File: src/rtl/mem_stage_ctrl.sv
// MEM-stage controller: drives the req/ack data-memory port from EX/MEM,
// stalls upstream while an access is outstanding, resolves branches and
// registers each instruction's result (or a bubble) into MEM/WB.
module mem_stage_ctrl #(
  parameter int unsigned TIMEOUT_CYCLES = 255
) (
  input  logic        clk,
  input  logic        reset,
  input  logic        reg_write_in,
  input  logic        mem_to_reg_in,
  input  logic        mem_read_in,
  input  logic        mem_write_in,
  input  logic        branch_in,
  input  logic        zero_in,
  input  logic [31:0] branch_target_in,
  input  logic [31:0] alu_result_in,
  input  logic [31:0] read_data2_in,
  input  logic [4:0]  write_reg_in,
  output logic        dmem_req,
  output logic        dmem_we,
  output logic [31:0] dmem_addr,
  output logic [31:0] dmem_wdata,
  input  logic        dmem_ack,
  input  logic [31:0] dmem_rdata,
  output logic        stall,
  output logic        pc_src,
  output logic [31:0] branch_target_out,
  output logic        reg_write_out,
  output logic        mem_to_reg_out,
  output logic [31:0] read_data_out,
  output logic [31:0] alu_result_out,
  output logic [4:0]  write_reg_out,
  output logic        misalign_out,
  output logic        bus_err_out
);

  typedef enum logic {S_IDLE, S_WAIT} state_t;

  localparam logic [15:0] TIMEOUT_W = 16'(TIMEOUT_CYCLES);

  state_t      state, state_next;
  logic [15:0] cnt, cnt_next, cnt_inc;
  logic        op, aligned, access;
  logic        req_c, stall_c, abort, misalign_evt;

  assign op       = mem_read_in | mem_write_in;
  assign aligned  = (alu_result_in[1:0] == 2'b00);
  assign access   = op & aligned;
  // A misaligned op is rejected in IDLE without ever touching the bus.
  assign misalign_evt = (state == S_IDLE) & op & ~aligned;

  // Saturating wait counter; value after this WAIT cycle.
  assign cnt_inc = (cnt == 16'hFFFF) ? cnt : cnt + 16'd1;

  assign pc_src            = branch_in & zero_in;
  assign branch_target_out = branch_target_in;
  assign dmem_addr         = alu_result_in;
  assign dmem_wdata        = read_data2_in;
  // Reset must silence the bus and release the pipeline without a clock.
  assign dmem_req          = req_c & ~reset;
  assign stall             = stall_c & ~reset;
  // Write takes priority when both read and write are flagged.
  assign dmem_we           = dmem_req & mem_write_in;

  // State and wait-counter register.
  always_ff @(posedge clk or posedge reset) begin
    if (reset) begin
      state <= S_IDLE;
      cnt   <= 16'd0;
    end else begin
      state <= state_next;
      cnt   <= cnt_next;
    end
  end

  // Next-state, request/stall and abort decode.
  always_comb begin
    state_next = state;
    cnt_next   = cnt;
    req_c      = 1'b0;
    stall_c    = 1'b0;
    abort      = 1'b0;
    case (state)
      S_IDLE: begin
        if (access) begin
          req_c = 1'b1;
          if (!dmem_ack) begin
            stall_c    = 1'b1;
            state_next = S_WAIT;
            cnt_next   = 16'd0;
          end
        end
      end
      S_WAIT: begin
        cnt_next = cnt_inc;
        req_c    = 1'b1;
        if (dmem_ack) begin
          // Ack wins even in the cycle the timeout would fire.
          state_next = S_IDLE;
        end else if (cnt_inc >= TIMEOUT_W) begin
          req_c      = 1'b0;
          abort      = 1'b1;
          state_next = S_IDLE;
        end else begin
          stall_c = 1'b1;
        end
      end
      default: state_next = S_IDLE;
    endcase
  end

  // MEM/WB boundary: bubble on stall, otherwise retire the instruction.
  always_ff @(posedge clk or posedge reset) begin
    if (reset) begin
      reg_write_out  <= 1'b0;
      mem_to_reg_out <= 1'b0;
      read_data_out  <= 32'd0;
      alu_result_out <= 32'd0;
      write_reg_out  <= 5'd0;
      misalign_out   <= 1'b0;
      bus_err_out    <= 1'b0;
    end else if (stall_c) begin
      reg_write_out  <= 1'b0;
      mem_to_reg_out <= 1'b0;
      write_reg_out  <= 5'd0;
      misalign_out   <= 1'b0;
      bus_err_out    <= 1'b0;
    end else begin
      write_reg_out  <= write_reg_in;
      alu_result_out <= alu_result_in;
      misalign_out   <= 1'b0;
      bus_err_out    <= 1'b0;
      if (abort) begin
        bus_err_out    <= 1'b1;
        reg_write_out  <= 1'b0;
        mem_to_reg_out <= 1'b0;
      end else if (misalign_evt) begin
        misalign_out   <= 1'b1;
        reg_write_out  <= 1'b0;
        mem_to_reg_out <= 1'b0;
      end else begin
        reg_write_out  <= reg_write_in;
        mem_to_reg_out <= mem_to_reg_in;
        if (access & mem_read_in & ~mem_write_in)
          read_data_out <= dmem_rdata;
      end
    end
  end

endmodule

File: config.mk
export PLATFORM = sky130hd
export DESIGN_NAME = mem_stage_ctrl
export DESIGN_NICKNAME = d
export VERILOG_FILES = /design/src/rtl/mem_stage_ctrl.sv
export SDC_FILE = /design/constraint.sdc
export NUM_CORES = 1
export LEC_CHECK = 0
export CAP_MARGIN = 10
export CORE_MARGIN = 8
export CORE_UTILIZATION = 33
export DETAILED_ROUTE_END_ITERATION = 8
export PLACE_DENSITY = 0.84
export SYNTH_ARGS = -nofsm -noshare
export SYNTH_HDL_FRONTEND = slang
export SYNTH_SLANG_ARGS = --single-unit
File: constraint.sdc
create_clock -name clk -period 3.44 [get_ports clk]
set_input_delay 0.688 -clock clk [delete_from_list [all_inputs] [get_ports clk]]
set_output_delay 0.688 -clock clk [all_outputs]
set_load 0.01 [all_outputs]
==> metrics.yaml <==
floorplan:
  ioPinCount: 315
  rows: 43
  core_mm2: 0.0139
  die_h_um: 136
  die_w_um: 136
  dieArea_mm2: 0.0184
  initial_utilization_pct: 33.9
synthesis:
  ys_ff_latch: 90
  avgSynthCellArea_um2: 11.4
  syn_nets: 557
  synth_ff_type: "dfrtp_1"
  syn-instance-count: 414
  ys_warn_count: 0
  syn-cell-area_mm2: 0.00472
  yosysSeqAreaShare_pct: 47.7
  synth_cell_types: 54
  postSynth.asyncResetShare_pct: 100
  synth_edf_count: 0
final_layout:
  final_cell_area_mm2: 0.00668
  nFillCells: 1193
  n_antenna_cell: 0
  stdcell_count: 728
  drive_above_1_share_pct: 26.1
  fin_nets: 686
  area_growth_pct: 41.4
worst_setup_path:
  cp-start-kind: "register"
  rr_startpoint: "cnt[1]"
  worst-path-buf-inv: 3
  startpoint: "cnt[1]"
  critPathKind: "register to output port"
  cp_top_family: "simple AND/OR/NAND/NOR gates"
  cpMaxStageDelayCell: "dfrtp_1"
  cp.required_ps: 2750
  arrival_ps: 2600
  rr_worst_depth: 11
  r2r_setup_slack_ps: 430
  worstPathMaxFanout: 6
  cp_common_cell: "buf_4"
  cp-endpoint: "dmem_we"
  crit_cells: 10
  rr_endpoint: "alu_result_out[17]"
  critical_path.max_stage_delay_ps: 390
  worstSetupEndpointType: "output port"
  crit_chain: "buf_4, nand4_1, buf_4, nor4_4, nand3_1, a221o_1, nor3_4, a21boi_4, nor3_2, clkdlybuf4s15_2"
sta:
  tns_ps: 0
  tightestPinTransition_ps: 784
  rsz0062_at_grt: "false"
  period_share_pct: 95.7
  final-hold-violation-count: 0
  slew_violations: 0
  slew_headroom_pct: 47.2
  layout_min_cycle_time_ps: 3290
  clock_skew_ps: 9.03
  clock.fmax_mhz: 304
  finalSetupViolCount: 0
clocking:
  root_buffer: "clkbuf_16"
  cts_sinks: 90
  clockBufferDepth: 2
  clk_latency_ps: 340
  htree_levels: 3
  cts_buffers: 9
  cts_tree: "yes"
  clkTransAtPathRegs_ps: 60
place:
  post-dp-hpwl_um: 10400
  numPortBuffers: 186
  dp.cells: 709
  placed_cell_area_mm2: 0.00630
  gp_congestion: 0.912
drt:
  wl_um: 13200
  ant_nets: 0
  drc: 0
  dr.pass1.iters: 4
  num_vias: 3538
  drt_iter0_markers: 160
  wl_per_cell_um: 18.1
  via_per_inst: 4.86
grt:
  grt_max_degree: 47
  grt_pass1_vias: 3639
  overflow: 0
  track_usage_pct: 13.5
  grt_pass1_wl_um: 19600
  antenna_found_initial: 0
hold_path:
  hp-class: "register to register"
job:
  cap_violations: 0
status:
  run_status: "completed"
pwr:
  max-vdd-ir-drop_uv: 218
  p_leak_uw: 0.00279
  p_per_area_mw_per_mm2: 481
-- Yosys cell counts (2+ instances only) --
master      n  area share (%)
and3_1      3            0.40
and2_1      6            0.79
nand3_1    11             1.2
nor3_1      8            0.85
mux2_2     61              15
nor4_1      3            0.40
buf_4      98              16
a31oi_1    10             1.3
inv_1       9            0.72
buf_2       2            0.21
o21ai_0    13             1.4
dfrtp_1    90              48
or3_1       3            0.40
nand4_1     3            0.40
nand2_1    12            0.95
buf_6       2            0.48
o2bb2ai_1   3            0.56
a22o_1      2            0.37
o31ai_1     3            0.48
nor2_1     15             1.2
mux2i_1     3            0.64
clkbuf_1    7            0.56
nor3_4      2            0.69
a21oi_1    10             1.1
o31a_1      2            0.37
nor2b_1     5            0.66
-- cells in the final DEF, fill, tap and decap left out, drive strengths merged, types with 2 or more instances in the layout --
master | netlist | routed
nor2 | 15 | 15
nor2b | 6 | 6
mux2 | 62 | 62
buf | 103 | 43
and2 | 6 | 6
inv | 9 | 10
a22o | 2 | 2
and3 | 3 | 3
nor4 | 4 | 4
o21ai | 13 | 13
a21oi | 10 | 10
clkdlybuf4s50 | 0 | 183
or3 | 3 | 3
nand3 | 12 | 12
o2bb2ai | 3 | 3
clkinv | 0 | 2
clkbuf | 7 | 11
nand2 | 13 | 13
clkinvlp | 0 | 3
mux2i | 3 | 3
nand4 | 4 | 4
o31ai | 3 | 3
a31oi | 11 | 11
or4 | 2 | 2
o31a | 2 | 2
dfrtp | 90 | 90
nor3 | 10 | 10
or2 | 2 | 2
-- worst min path at each step --
stage | from | endpoint | slack [ps] | depth (start not counted)
after floorplan | cnt[5] | cnt[5] | 520 | 1
after global placement | read_data_out[14] | read_data_out[14] | 490 | 1
after detailed placement | read_data_out[25] | read_data_out[25] | 490 | 1
after CTS | read_data_out[25] | read_data_out[25] | 510 | 1
after global routing | read_data_out[3] | read_data_out[3] | 510 | 1
final | alu_result_out[14] | alu_result_out[14] | 500 | 1
-- through the flow --
| stage | worst slack (ps) | power (uW) | hold WS [ps] | util (%) |
|---|---|---|---|---|
| 3_3_place_gp | 5.83 | 2250 | 487 | 45.2 |
| 5_1_grt | 1.07 | 3380 | 514 | 47.9 |
| 4_1_cts | 4.76 | 3240 | 508 | 47.3 |
| 2_1_floorplan | 288 | 1810 | 515 | - |
| 6_report | 147 | 3210 | 504 | 47.9 |
| 3_5_place_dp | -70.9 | 2280 | 492 | 45.2 |
-- flip-flops by register name, indices dropped and copies added, names as in the netlist --
| signal | flops |
|---|---|
| alu_result_out | 32 |
| read_data_out | 32 |
| cnt | 16 |
| write_reg_out | 5 |
| bus_err_out | 1 |
| mem_to_reg_out | 1 |
| misalign_out | 1 |
| reg_write_out | 1 |
| state | 1 |
-- kinds of logic (layout without fill, tap and decap cells) --
| kind of cell | Yosys count | in the layout | synth area share (%) |
|---|---|---|---|
| AOI/OAI and AO/OA | 53 | 53 | 7.60 |
| xor gates and xnor gates | 1 | 1 | 0.185 |
| adders and majority gates | 1 | 1 | 0.265 |
| buffers and inverters | 119 | 253 | 17.9 |
| DFF | 90 | 90 | 47.7 |
| muxes | 65 | 65 | 15.5 |
| and+or+nand+nor | 85 | 85 | 10.9 |
-- timing repair --
action / in CTS / in global routing
hold endpoints to repair: 0 / 0
setup buffers: 0 / 3
resized for setup: 10 / 17
hold buffers: 0 / 0
pin swaps: 1 / 7
endpoints found under the setup margin: 3 / 3
-- layer usage --
layer | up-vias | wire [um] | track usage, %
li1 | 1609 | - | -
met1 | 1679 | 4410 | 13.4
met2 | 200 | 6670 | 23.2
met3 | 50 | 1610 | 5.82
met4 | 0 | 488 | 7.83
met5 | - | 0 | 0
-- layout make-up --
cell class | count | area [um^2] | share of cell area (%)
inverters | 9 | 37.5 | 0.562
repair buffers | 228 | 2180 | 32.6
clock buffers | 10 | 239 | 3.58
clock inverters | 6 | 48.8 | 0.731
well taps | 180 | 225 | 3.37
flip-flops and latches | 90 | 2250 | 33.7
multi-input cells | 205 | 1700 | 25.4
-- where the power goes --
group | internal [uW] | switching [uW] | total [uW]
Sequential | 1220 | 93.8 | 1310
Clock | 517 | 423 | 940
Combinational | 569 | 390 | 960
No activity file was read; power rests on OpenSTA's default activity.
